### src/rtl/frame_read_pkg.sv
// Shared definitions for the framed SPART reader: parser states, default sync bytes,
// status-word layout and a saturating counter helper.
package frame_read_pkg;

    typedef enum logic [2:0] {
        IDLE   = 3'd0,
        SYNC   = 3'd1,
        HI     = 3'd2,
        LO     = 3'd3,
        CHK    = 3'd4,
        COMMIT = 3'd5
    } state_t;

    localparam logic [7:0] DEF_SYNC0 = 8'hBA;
    localparam logic [7:0] DEF_SYNC1 = 8'h11;

    // Status word read at addr == NUM_WORDS: {frame_cnt, err_cnt}
    localparam int STAT_FIELD_W   = 8;
    localparam int STAT_FRAME_LSB = 8;
    localparam int STAT_ERR_LSB   = 0;

    function automatic logic [7:0] sat_inc8(input logic [7:0] v);
        return (v == 8'hFF) ? v : v + 8'd1;
    endfunction

endpackage

### src/rtl/frame_timeout_ctr.sv
// Inter-byte watchdog: reloads on clear, counts down while run is high and flags
// expire on the idle cycle that reaches CYCLES. CYCLES == 0 disables it.
module frame_timeout_ctr #(
    parameter int CYCLES = 65535
) (
    input  logic clk,
    input  logic rst_n,
    input  logic clear,
    input  logic run,
    output logic expire
);

    localparam int W = (CYCLES > 1) ? $clog2(CYCLES) : 1;
    localparam logic [W-1:0] LOAD = (CYCLES > 0) ? W'(CYCLES - 1) : '0;

    logic [W-1:0] count_reg;

    always_ff @(posedge clk or negedge rst_n) begin
        if (!rst_n) begin
            count_reg <= '0;
        end else if (clear) begin
            count_reg <= LOAD;
        end else if (run && (count_reg != '0)) begin
            count_reg <= count_reg - W'(1);
        end
    end

    assign expire = (CYCLES != 0) && run && !clear && (count_reg == '0);

endmodule

### src/rtl/frame_read_driver.sv
// Framed SPART packet reader: sync header, NUM_WORDS MSB-first words, atomic commit to
// a CPU-readable bank. Optional trailing checksum byte under FRAME_READ_CHECKSUM_EN.
module frame_read_driver
    import frame_read_pkg::*;
#(
    parameter int         NUM_WORDS   = 3,
    parameter logic [7:0] SYNC0       = DEF_SYNC0,
    parameter logic [7:0] SYNC1       = DEF_SYNC1,
    parameter int         TIMEOUT_CYC = 65535,
    parameter int         ADDR_W      = 4
) (
    input  logic              clk,
    input  logic              rst_n,
    input  logic              rda,
    input  logic [7:0]        data_in,
    input  logic [ADDR_W-1:0] addr,
    output logic [15:0]       data_out,
    output logic              frame_done,
    output logic              frame_err
);

    localparam int IDX_W = 4;
    localparam logic [IDX_W-1:0] LAST_IDX = IDX_W'(NUM_WORDS - 1);

    state_t state_reg, state_next;
    logic [IDX_W-1:0] idx_reg, idx_next;
    logic [15:0] shadow [NUM_WORDS];
    logic [15:0] bank   [NUM_WORDS];
    logic [7:0]  frame_cnt_reg, err_cnt_reg;
    logic        frame_done_reg, frame_err_reg;
    logic        commit, fail, active, expire, hi_wr, lo_wr;

    assign active = (state_reg == SYNC) || (state_reg == HI) ||
                    (state_reg == LO)   || (state_reg == CHK);
    assign hi_wr  = rda && (state_reg == HI);
    assign lo_wr  = rda && (state_reg == LO);

    frame_timeout_ctr #(.CYCLES(TIMEOUT_CYC)) u_timeout (
        .clk    (clk),
        .rst_n  (rst_n),
        .clear  (rda || !active),
        .run    (active),
        .expire (expire)
    );

`ifdef FRAME_READ_CHECKSUM_EN
    logic [7:0] sum_reg;
    logic       sum_ok;

    always_ff @(posedge clk or negedge rst_n) begin
        if (!rst_n) begin
            sum_reg <= '0;
        end else if (rda && (state_reg == SYNC)) begin
            sum_reg <= '0;
        end else if (hi_wr || lo_wr) begin
            sum_reg <= sum_reg + data_in;
        end
    end

    assign sum_ok = (data_in == sum_reg);
`endif

    always_comb begin
        state_next = state_reg;
        idx_next   = idx_reg;
        commit     = 1'b0;
        fail       = 1'b0;
        case (state_reg)
            IDLE: begin
                if (rda && (data_in == SYNC0)) state_next = SYNC;
            end
            SYNC: begin
                if (rda) begin
                    if (data_in == SYNC1) begin
                        state_next = HI;
                        idx_next   = '0;
                    end else if (data_in != SYNC0) begin
                        state_next = IDLE;
                    end
                end
            end
            HI: begin
                if (rda) state_next = LO;
            end
            LO: begin
                if (rda) begin
                    if (idx_reg != LAST_IDX) begin
                        idx_next   = idx_reg + IDX_W'(1);
                        state_next = HI;
                    end else begin
`ifdef FRAME_READ_CHECKSUM_EN
                        state_next = CHK;
`else
                        state_next = COMMIT;
`endif
                    end
                end
            end
            CHK: begin
`ifdef FRAME_READ_CHECKSUM_EN
                if (rda) begin
                    if (sum_ok) begin
                        state_next = COMMIT;
                    end else begin
                        state_next = IDLE;
                        fail       = 1'b1;
                    end
                end
`else
                state_next = IDLE;
`endif
            end
            COMMIT: begin
                // A byte landing in the commit cycle is parsed as if already in IDLE
                commit     = 1'b1;
                state_next = (rda && (data_in == SYNC0)) ? SYNC : IDLE;
            end
            default: state_next = IDLE;
        endcase
        if (expire) begin
            state_next = IDLE;
            fail       = 1'b1;
        end
    end

    always_ff @(posedge clk or negedge rst_n) begin
        if (!rst_n) begin
            state_reg      <= IDLE;
            idx_reg        <= '0;
            frame_cnt_reg  <= '0;
            err_cnt_reg    <= '0;
            frame_done_reg <= 1'b0;
            frame_err_reg  <= 1'b0;
            for (int i = 0; i < NUM_WORDS; i++) begin
                shadow[i] <= '0;
                bank[i]   <= '0;
            end
        end else begin
            state_reg      <= state_next;
            idx_reg        <= idx_next;
            frame_done_reg <= commit;
            frame_err_reg  <= fail;
            if (commit) frame_cnt_reg <= frame_cnt_reg + 8'd1;
            if (fail)   err_cnt_reg   <= sat_inc8(err_cnt_reg);
            for (int i = 0; i < NUM_WORDS; i++) begin
                if (hi_wr && (idx_reg == IDX_W'(i))) shadow[i][15:8] <= data_in;
                if (lo_wr && (idx_reg == IDX_W'(i))) shadow[i][7:0]  <= data_in;
                if (commit) bank[i] <= shadow[i];
            end
        end
    end

    assign frame_done = frame_done_reg;
    assign frame_err  = frame_err_reg;

    logic [NUM_WORDS-1:0] word_hit;
    logic [15:0]          status_word;

    for (genvar gi = 0; gi < NUM_WORDS; gi++) begin : g_hit
        assign word_hit[gi] = (addr == ADDR_W'(gi));
    end

    always_comb begin
        status_word = '0;
        status_word[STAT_FRAME_LSB +: STAT_FIELD_W] = frame_cnt_reg;
        status_word[STAT_ERR_LSB   +: STAT_FIELD_W] = err_cnt_reg;
    end

    always_comb begin
        data_out = 16'h0000;
        for (int i = 0; i < NUM_WORDS; i++) begin
            if (word_hit[i]) data_out = bank[i];
        end
        if (addr == ADDR_W'(NUM_WORDS)) data_out = status_word;
    end

endmodule

### config.mk
export PLATFORM = sky130hd
export DESIGN_NAME = frame_read_driver
export DESIGN_NICKNAME = d
export VERILOG_FILES = /design/src/rtl/frame_read_pkg.sv /design/src/rtl/frame_timeout_ctr.sv /design/src/rtl/frame_read_driver.sv
export SDC_FILE = /design/constraint.sdc
export NUM_CORES = 1
export LEC_CHECK = 0
export ABC_CLOCK_PERIOD_IN_PS = 2300
export BUFFER_PORTS_ARGS = -buffer_cell sky130_fd_sc_hd__clkbuf_2
export CAP_MARGIN = 20
export CELL_PAD_IN_SITES_DETAIL_PLACEMENT = 0
export CELL_PAD_IN_SITES_GLOBAL_PLACEMENT = 1
export CORE_ASPECT_RATIO = 0.8
export CORE_MARGIN = 4
export CORE_UTILIZATION = 40
export CTS_CLUSTER_DIAMETER = 30
export DETAILED_ROUTE_END_ITERATION = 10
export GPL_TIMING_DRIVEN = 0
export PLACE_DENSITY = 0.75
export SLEW_MARGIN = 30
export SYNTH_ARGS = -nofsm -noshare
export SYNTH_HDL_FRONTEND = slang
export SYNTH_HIERARCHICAL = 1
export SYNTH_SLANG_ARGS = --single-unit
### constraint.sdc
create_clock -name clk -period 2.3 [get_ports clk]
set_clock_uncertainty 0.1 [all_clocks]
set_input_delay 0.23 -clock clk [delete_from_list [all_inputs] [get_ports clk]]
set_output_delay 0.23 -clock clk [all_outputs]
set_load 0.01 [all_outputs]
==> run_results.csv, run 1 <==
group,metric,value,unit
run_status,outcome,"complete, but fails checks",
run_status,violations,"setup timing",
global_route,grt_max_degree,70,
timing,final.period_utilization,1.020,
timing,tns,-0.06296,ns
setup_path,worstSetupPathType,"reg2reg",
timing,timing.final.hold_violations,0,
place,io_buffer_count,30,
global_route,first_global_vias,4381,
cells_and_area,drive_above_1_share,0.2900,
timing,setup_viol,2,
cells_and_area,diodes,0,
synth,async_reset_ff_frac,1.000,
setup_path,cp-start-kind,"flip-flop",
floorplanning,num_rows,40,
setup_path,worst_setup_path_end_kind,"flip-flop",
clock_tree,clockBufferDepth,2,
cells_and_area,nNetsFinal,647,
global_route,grt_overflow_total,0,
setup_path,ff2ff_path_depth,7,
timing,max_freq,0.4265,GHz
setup_path,slowest_stage,"or4_4",
floorplanning,fp.coreArea,15210,µm²
clock_tree,clkSinkCount,137,
drt,drt-pass1-iter-count,5,
run,drv_cap,0,
drt,vias_per_cell,5.229,
global_route,antenna_found_initial,0,
cells_and_area,layout_commonest_cell,"nand2_1",
cells_and_area,area_growth,22.47,%
place,globalplace.congestion,0.7721,
floorplanning,die_h,120.1,µm
setup_path,max_stage_delay,0.50,ns
clock_tree,htree_levels,4,
setup_path,path_cells,"nor2_4, xnor2_4, or3b_4, or3_4, buf_8, or4_4, nand3_2",
synth,yosysWarnings,6,
synth,ys_seq_area_frac,0.5454,
clock_tree,cts_tree,"done",
timing,finalWorstSetupSlack,-0.04493,ns
drt,ant_nets,0,
worst_hold_path,min_path_cells,2,
floorplanning,die_w,148.2,µm
drt,vias,4434,
timing,tightest_slew,0.7180,ns
power,p_leak,3.716,nW
global_route,grt.total_usage,0.1729,
synth,synth.distinct_cells,55,
setup_path,required,2.55,ns
floorplanning,io_pins,33,
power,ir_worst_vdd,0.0003885,V
clock_tree,insertion_delay,0.42,ns
drt,wl,14.48,mm
synth,synth_ff_type,"dfrtp_1",
clock_tree,cts_buffers,17,
worst_hold_path,hold_class,"in2reg",
floorplanning,start_util,0.4132,
floorplanning,die_area,17800,µm²
drt,drc,0,
setup_path,cp.arrival,2.59,ns
clock_tree,root_buffer,"clkbuf_16",
synth,synth_seq_cells,137,
timing,rsz0062_at_grt,"true",
synth,synth-edff-count,0,
synth,synth_area,6286,µm²
timing,slew_headroom,0.5213,
timing,slew_violations,0,
drt,drt_first_iter_violations,359,
synth,synth_nets,583,
clock_tree,path_clk_slew,0.06,ns
place,hpwl,9.561,mm
power,powerDensity,706.6,nW/µm²
timing,holdWs,0.1243,ns
cells_and_area,layout_common_cells,"153 x nand2_1, 137 x dfrtp_1, 50 x mux2_2",
synth,avgSynthCellArea,11.21,µm²
setup_path,crit_fanout,7,
global_route,grt_pass1_wl,23.58,mm
drt,wl_per_cell,17.07,µm
timing,period_needed,2.345,ns
synth,syn_inst,561,
-- routing by layer --
metal	part of all wire	global-route usage
met5	0	0
met4	0.010	0.05943
met1	0.47	0.2401
met2	0.47	0.2638
met3	0.051	0.04568
-- power breakdown --
group	switching (mW)	internal, mW
clock network	0.971	1.92
registers	0.000128	2.41
logic	0.0985	0.0358
-- per-stage QoR --
step	cells	util	setup WS, ns	power (mW)	area [µm²]
after global routing	848	0.5060	-0.1193	5.601	7699
after CTS	841	0.4967	-0.09057	5.490	7557
after detailed placement	802	0.4464	-0.3913	2.592	6792
after floorplan	561	-	-0.02220	2.492	6342
after global placement	801	0.4440	-1.328	2.582	6755
final	848	0.5060	-0.04493	5.440	7699
-- path summary, 6_finish.rpt --
| check | from | endpoint | slack (ns) |
|---|---|---|---|
| worst min register to register | shadow[8] | bank[8] | 0.35 |
| worst min-delay path | data_in[7] | shadow[15] | 0.12 |
| worst max-delay path | state_reg[0] | u_timeout/count_reg[7] | -0.04 |
| worst max register to register | state_reg[0] | u_timeout/count_reg[7] | -0.04 |
| min in group asynchronous | rst_n | shadow[36] | 0.30 |
| max in group asynchronous | rst_n | shadow[8] | 1.08 |
-- cell families (layout without fill, tap and decap cells) --
kind of cell,count (synthesis),after routing,synth area share
fa+ha+maj,7,7,0.01393
flops,137,137,0.5454
mux,74,74,0.1604
compound gates,30,30,0.03583
simple gates,268,268,0.2066
xor+xnor,12,12,0.01672
buf+inv,33,110,0.02110
-- cells in the mapped netlist, types with 2 or more instances --
library cell | instances | area share
xor2_1 | 2 | 0.0028
and3_1 | 6 | 0.0060
nor3_1 | 3 | 0.0024
o31ai_1 | 4 | 0.0048
or3_1 | 4 | 0.0040
or4_1 | 4 | 0.0048
nand3b_1 | 2 | 0.0024
nor3b_4 | 2 | 0.0060
nand2_1 | 154 | 0.092
a31oi_1 | 4 | 0.0040
xnor2_1 | 10 | 0.014
inv_1 | 9 | 0.0054
nor2_1 | 20 | 0.012
mux4_2 | 16 | 0.057
nand4_1 | 7 | 0.0070
a21oi_1 | 6 | 0.0048
mux2_2 | 50 | 0.090
and4_1 | 2 | 0.0028
nor2b_1 | 24 | 0.024
ha_1 | 7 | 0.014
dfrtp_1 | 137 | 0.55
clkbuf_1 | 15 | 0.0090
nand3_2 | 2 | 0.0032
nor4_1 | 7 | 0.0070
nand3_1 | 17 | 0.014
buf_2 | 6 | 0.0048
o21ai_0 | 6 | 0.0048
nand2b_1 | 2 | 0.0020
mux2i_1 | 7 | 0.011
-- critical path, delay by kind of cell (launching register included) --
| family | cells | cell delay (ns) |
|---|---|---|
| and+or+nand+nor | 5 | 1.48 |
| DFF | 1 | 0.41 |
| xor gates and xnor gates | 1 | 0.13 |
| buffers and inverters | 1 | 0.15 |
-- layout make-up --
class	count	area, µm²
sequential	137	3428
multi-input combinational	391	2899
fill	1352	7516
timing repair buffer	48	345.3
buffer	20	93.84
clock inverter	8	140.1
inverter	10	37.54
clock buffer	24	491.7
tap	210	262.8
-- what timing repair did --
action	in CTS	in global routing
pin swaps	3	8
endpoints found under the hold margin	68	0
hold buffers	1	0
gates resized for setup	14	16
buffers inserted	6	10
endpoints found under the setup margin	14	18
Note: power is estimated with default switching activity, not from simulation.
==> run 2, diff against run 1 <==
--- a/config.mk
+++ b/config.mk
@@ -5,7 +5,7 @@
 export SDC_FILE = /design/constraint.sdc
 export NUM_CORES = 1
 export LEC_CHECK = 0
-export ABC_CLOCK_PERIOD_IN_PS = 2300
+export ABC_CLOCK_PERIOD_IN_PS = 2600
 export BUFFER_PORTS_ARGS = -buffer_cell sky130_fd_sc_hd__clkbuf_2
 export CAP_MARGIN = 20
 export CELL_PAD_IN_SITES_DETAIL_PLACEMENT = 0
@@ -16,9 +16,10 @@
 export CTS_CLUSTER_DIAMETER = 30
 export DETAILED_ROUTE_END_ITERATION = 10
 export GPL_TIMING_DRIVEN = 0
-export PLACE_DENSITY = 0.75
+export PLACE_DENSITY = 0.73
 export SLEW_MARGIN = 30
 export SYNTH_ARGS = -nofsm -noshare
 export SYNTH_HDL_FRONTEND = slang
 export SYNTH_HIERARCHICAL = 1
 export SYNTH_SLANG_ARGS = --single-unit
+export TNS_END_PERCENT = 100
==> constraint.sdc (replaced) <==
create_clock -name clk -period 2.6 [get_ports clk]
set_clock_uncertainty 0.1 [all_clocks]
set_input_delay 0.26 -clock clk [delete_from_list [all_inputs] [get_ports clk]]
set_output_delay 0.26 -clock clk [all_outputs]
set_load 0.01 [all_outputs]
==> run_results.csv, run 2 (same netlist as run 1, synthesis figures left out) <==
group,metric,value,unit
timing,tightest_slew,0.7554,ns
floorplanning,die_area,17800,µm²
setup_path,slowest_stage,"or4_4",
timing,max_freq,0.3993,GHz
setup_path,required,2.85,ns
cells_and_area,final_area,7604,µm²
floorplanning,num_rows,40,
setup_path,cp-start-kind,"flip-flop",
setup_path,path_cells,"buf_6, nor2_4, xnor2_4, buf_6, or3b_4, or3_4, or4_4, nand3_1",
setup_path,cp_common_cell,"buf_6",
setup_path,crit_fanout,10,
setup_path,worstSetupPathType,"reg2reg",
cells_and_area,layout_common_cells,"154 x nand2_1, 137 x dfrtp_1, 50 x mux2_2",
cells_and_area,nNetsFinal,640,
global_route,grt_max_degree,54,
clock_tree,clkSinkCount,137,
run_status,outcome,"completed",
timing,holdWs,0.1250,ns
global_route,grt.total_usage,0.1751,
clock_tree,root_buffer,"clkbuf_16",
clock_tree,insertion_delay,0.42,ns
cells_and_area,area_growth,20.96,%
cells_and_area,layout_commonest_cell,"nand2_1",
cells_and_area,final_util,0.4998,
floorplanning,fp.coreArea,15210,µm²
clock_tree,clockBufferDepth,2,
place,pre_cts_ws,-0.7166,ns
cells_and_area,nFillCells,1413,
floorplanning,die_h,120.1,µm
drt,vias_per_cell,5.149,
timing,finalWorstSetupSlack,0.09582,ns
clock_tree,cts_buffers,17,
drt,wl,14.57,mm
drt,drc,0,
place,placed_area,6763,µm²
place,hpwl,9.881,mm
power,p_leak,3.647,nW
place,io_buffer_count,30,
clock_tree,htree_levels,4,
timing,timing.final.hold_violations,0,
floorplanning,die_w,148.2,µm
timing,setup_viol,0,
global_route,first_global_vias,4430,
setup_path,cp.arrival,2.76,ns
worst_hold_path,hold_class,"in2reg",
power,powerDensity,662.9,nW/µm²
timing,tns,0,ns
run,drv_cap,0,
cells_and_area,drive_above_1_share,0.2678,
timing,slew_violations,0,
floorplanning,start_util,0.4132,
global_route,grt_overflow_total,0,
floorplanning,io_pins,33,
global_route,antenna_found_initial,0,
timing,final.period_utilization,0.9631,
global_route,grt_pass1_wl,24.03,mm
place,globalplace.congestion,0.7836,
cells_and_area,diodes,0,
drt,wl_per_cell,17.33,µm
drt,ant_nets,0,
timing,slew_headroom,0.4918,
drt,drt-pass1-iter-count,4,
clock_tree,path_clk_slew,0.06,ns
setup_path,max_stage_delay,0.52,ns
drt,vias,4330,
timing,period_needed,2.504,ns
drt,drt_first_iter_violations,212,
power,ir_worst_vdd,0.0004248,V
setup_path,worst_setup_path_end_kind,"flip-flop",
clock_tree,cts_tree,"done",
## run 2: final cells by class
| cell class | instances | area, µm² | area share |
|---|---|---|---|
| buffer | 21 | 101.3 | 0.01333 |
| timing repair buffer | 40 | 280.3 | 0.03686 |
| multi-input combinational | 391 | 2806 | 0.3691 |
| sequential | 137 | 3428 | 0.4509 |
| tap | 210 | 262.8 | 0.03456 |
| clock buffer | 21 | 470.5 | 0.06187 |
| clock inverter | 11 | 216.5 | 0.02847 |
| inverter | 10 | 37.54 | 0.004937 |
## run 2: power by group
| part | internal (mW) | leakage (nW) | total (mW) | switching [mW] |
|---|---|---|---|---|
| Sequential | 2.13 | 1.82 | 2.13 | 0.0000630 |
| Clock | 1.88 | 0.337 | 2.78 | 0.906 |
| Combinational | 0.0356 | 1.49 | 0.125 | 0.0891 |
## run 2: repair_timing
action,in CTS,in global routing
buffers inserted,3,4
pin swaps,1,3
setup endpoints to repair,14,10
hold buffers,1,0
endpoints found under the hold margin,41,0
gates cloned,0,0
gates resized for setup,10,13
## run 2: per-stage QoR
step / std cells / power [mW]
5_1_grt: 841 / 5.204
3_5_place_dp: 803 / 2.299
3_3_place_gp: 801 / 2.284
4_1_cts: 838 / 5.101
6_report: 841 / 5.040
2_1_floorplan: 561 / 2.204
## run 2: worst max-delay path: cells and delay by family, from the launching register on
| family | cells | cell delay, ns |
|---|---|---|
| XOR/XNOR | 1 | 0.14 |
| buffers and inverters | 2 | 0.27 |
| flip-flops | 1 | 0.37 |
| AND/OR/NAND/NOR | 5 | 1.57 |
## run 2: worst paths after layout
check | from | endpoint | slack (ns) | cells past startpoint
worst max-delay path | state_reg[1] | u_timeout/count_reg[7] | 0.1 | 8
worst min-delay path | data_in[0] | shadow[40] | 0.12 | 2
worst max register to register | state_reg[1] | u_timeout/count_reg[7] | 0.1 | 8
worst min register to register | shadow[34] | bank[34] | 0.36 | 2
max in group asynchronous | rst_n | frame_err | 1.31 | 4
min in group asynchronous | rst_n | bank[44] | 0.24 | 2
## run 2: layer usage
layer / vias to the layer above / wire [µm] / share of wire / GRT usage
li1: 2054 / - / - / -
met1: 2185 / 6857 / 0.47 / 0.2405
met2: 70 / 6849 / 0.47 / 0.2700
met3: 21 / 638 / 0.044 / 0.04530
met4: 0 / 228 / 0.016 / 0.06174
met5: - / 0 / 0 / 0
==> run 3, diff against run 2 <==
--- a/config.mk
+++ b/config.mk
@@ -5,6 +5,7 @@
 export SDC_FILE = /design/constraint.sdc
 export NUM_CORES = 1
 export LEC_CHECK = 0
+export ABC_AREA = 1
 export ABC_CLOCK_PERIOD_IN_PS = 2600
 export BUFFER_PORTS_ARGS = -buffer_cell sky130_fd_sc_hd__clkbuf_2
 export CAP_MARGIN = 20
@@ -16,7 +17,7 @@
 export CTS_CLUSTER_DIAMETER = 30
 export DETAILED_ROUTE_END_ITERATION = 10
 export GPL_TIMING_DRIVEN = 0
-export PLACE_DENSITY = 0.73
+export PLACE_DENSITY = 0.76
 export SLEW_MARGIN = 30
 export SYNTH_ARGS = -nofsm -noshare
 export SYNTH_HDL_FRONTEND = slang
==> run_results.csv, run 3 <==
group,metric,value,unit
setup_path,worstSetupPathType,"reg2reg",
synth,synth-compound-area-share,0.1096,
synth,synth-edff-count,0,
setup_path,r2r-start,"state_reg[0]",
synth,synth_seq_cells,137,
cells_and_area,layout_common_cells,"264 x nand2_1, 137 x dfrtp_1, 70 x inv_1",
floorplanning,die_w,151.7,µm
cells_and_area,area_growth,17.45,%
timing,slew_violations,0,
cells_and_area,layout_commonest_cell,"nand2_1",
power,clkPwrFrac,0.413,
synth,async_reset_ff_frac,1.000,
drt,vias,5511,
cells_and_area,diodes,0,
worst_hold_path,min_to,"state_reg[1]",
synth,avgSynthCellArea,8.295,µm²
floorplanning,fp.coreArea,16010,µm²
power,pwr-share-seq,0.444,
power,power_frac_comb,0.143,
global_route,first_global_vias,5349,
drt,ant_nets,0,
power,p_sw_frac,0.2756,
synth,synth_simple_gate_area_frac,0.2748,
clock_tree,root_buffer,"clkbuf_16",
synth,synth_ff_type,"dfrtp_1",
setup_path,r2r-end,"err_cnt_reg[6]",
setup_path,ff2ff_path_depth,11,
floorplanning,num_rows,41,
synth,yosys-top-cells-count,"264 x nand2_1, 137 x dfrtp_1, 70 x inv_1, 54 x nand3_1, 52 x o21ai_0",
place,hpwl,12.43,mm
synth,synth-xor-area-share,0.01855,
synth,ys_seq_area_frac,0.5185,
power,intPower,4.275,mW
synth,syn_inst,797,
power,p_leak,3.815,nW
cells_and_area,final_util,0.4851,
global_route,grt.total_usage,0.1987,
timing,max_freq,0.4377,GHz
clock_tree,path_clk_slew,0.06,ns
cells_and_area,nFillCells,1564,
drt,wl,16.98,mm
timing,tns,0,ns
synth,synth.distinct_cells,29,
setup_path,worst_setup_path_end_kind,"flip-flop",
worst_hold_path,hold_start,"rda",
setup_path,cp.arrival,2.47,ns
worst_hold_path,min_path_cells,3,
clock_tree,clockBufferDepth,2,
timing,rsz0062_at_grt,"false",
power,p_switching,1.627,mW
synth,yosysTopAreaCellShare,0.5185,
worst_hold_path,hold_class,"in2reg",
synth,synthAdderAreaFrac,0.01325,
drt,drt-pass1-iter-count,5,
run_status,outcome,"completed",
clock_tree,insertion_delay,0.42,ns
run,drv_cap,0,
drt,drt_first_iter_violations,424,
power,powerDensity,760.0,nW/µm²
floorplanning,start_util,0.4131,
synth,synth_nets,819,
synth,yosys.area.top_type,"dfrtp_1",
setup_path,ff2ff_setup_slack,0.32,ns
drt,wl_per_cell,15.68,µm
drt,drc,0,
timing,timing.final.hold_violations,0,
setup_path,cp-start-kind,"flip-flop",
synth,post-synth-top-count-cell,"nand2_1",
global_route,antenna_found_initial,0,
synth,yosysWarnings,6,
timing,period_needed,2.285,ns
global_route,grt_pass1_wl,28.22,mm
power,ir_worst_vdd,0.0002839,V
floorplanning,io_pins,33,
synth,synth_area_leaders,"dfrtp_1 52%, nand2_1 15%, nand3_1 4.1%, inv_1 4.0%, o21ai_0 3.9%",
place,globalplace.congestion,0.8479,
clock_tree,cts_buffers,17,
floorplanning,die_area,18660,µm²
timing,slew_headroom,0.6172,
synth,synth_area,6611,µm²
clock_tree,cts_tree,"done",
drt,vias_per_cell,5.089,
global_route,grt_overflow_total,0,
setup_path,required,2.79,ns
cells_and_area,drive_above_1_share,0.1728,
setup_path,crit_fanout,10,
clock_tree,clkSinkCount,137,
timing,final.period_utilization,0.8788,
clock_tree,htree_levels,4,
cells_and_area,nNetsFinal,877,
global_route,grt_max_degree,56,
floorplanning,die_h,123.0,µm
synth,synth_top_family_by_area,"simple AND/OR/NAND/NOR gates",
place,io_buffer_count,32,
synth,muxShareOfSynthArea,0,
timing,tightest_slew,0.5721,ns
timing,setup_viol,0,
run 3: worst max path at each step:
| stage | cells past startpoint | startpoint | slack [ns] | endpoint |
|---|---|---|---|---|
| finish | 11 | state_reg[0] | 0.32 | err_cnt_reg[6] |
| global route | 11 | state_reg[0] | 0.14 | err_cnt_reg[3] |
| CTS | 11 | state_reg[0] | 0.02 | err_cnt_reg[3] |
| detailed placement | 11 | state_reg[0] | -0.88 | err_cnt_reg[3] |
| global placement | 1 | rst_n | -1.02 | u_timeout/count_reg[1] |
| floorplan | 11 | state_reg[0] | 0.03 | err_cnt_reg[3] |
run 3: logic make-up after synthesis:
kind of cell,after synthesis
AO/OA/AOI/OAI,127
adder cells (fa/ha/maj),7
buffers and inverters,99
flip-flops,137
XOR/XNOR,14
AND/OR/NAND/NOR,413
run 3: per-layer routing:
metal | track usage | vias up | share of wire
li1 | - | 2671 | -
met3 | 0.04471 | 14 | 0.067
met5 | 0 | - | 0
met4 | 0.05275 | 0 | 0.011
met1 | 0.3067 | 2658 | 0.52
met2 | 0.2808 | 168 | 0.40
run 3: power groups by stage:
stage          sequential, mW  combinational (mW)  clock [mW]
3_5_place_dp             2.64               0.804           0
6_report                 2.62               0.846        2.44
3_3_place_gp             2.63               0.754           0
2_1_floorplan            2.57               0.589           0
4_1_cts                  2.61               0.822        2.47
5_1_grt                  2.65               0.974        2.57
run 3: stage by stage:
| step | cells | power (mW) | setup WS (ns) | area, µm² | hold slack [ns] |
|---|---|---|---|---|---|
| floorplan | 797 | 3.154 | 0.03393 | 6611 | -0.1356 |
| global placement | 1044 | 3.385 | -1.023 | 7041 | 0.3629 |
| detailed placement | 1046 | 3.449 | -0.8788 | 7104 | 0.09672 |
| CTS | 1079 | 5.906 | 0.01828 | 7732 | 0.09471 |
| global route | 1083 | 6.198 | 0.1382 | 7765 | 0.1278 |
| finish | 1083 | 5.902 | 0.3152 | 7765 | 0.1156 |
run 3: cell type report:
type	instances	area, µm²	share of cell area
Buffer	26	161.4	0.02079
Clock buffer	24	481.7	0.06204
Clock inverter	8	117.6	0.01515
Inverter	73	274.0	0.03529
Multi-Input combinational cell	561	2769	0.3566
Sequential cell	137	3428	0.4415
Tap cell	215	269.0	0.03464
Timing Repair Buffer	39	264.0	0.03400
run 3: repair_timing:
| item | in CTS | in global routing |
|---|---|---|
| hold endpoints to repair | 36 | 0 |
| setup endpoints to repair | 17 | 10 |
| hold buffers | 1 | 0 |
| gates resized for setup | 6 | 1 |
| buffers inserted | 0 | 4 |
| pin swaps | 0 | 2 |
run 3: critical path, stage by stage, from the launching register on:
cell      delay [ns]
dfrtp_1         0.46
nor2_2          0.16
nor2_1          0.09
nor2_4          0.11
nand2_1         0.09
inv_1           0.18
clkbuf_4        0.26
nand2_1         0.11
nor2_4          0.18
buf_4           0.15
o211ai_1        0.09
xor2_1          0.17
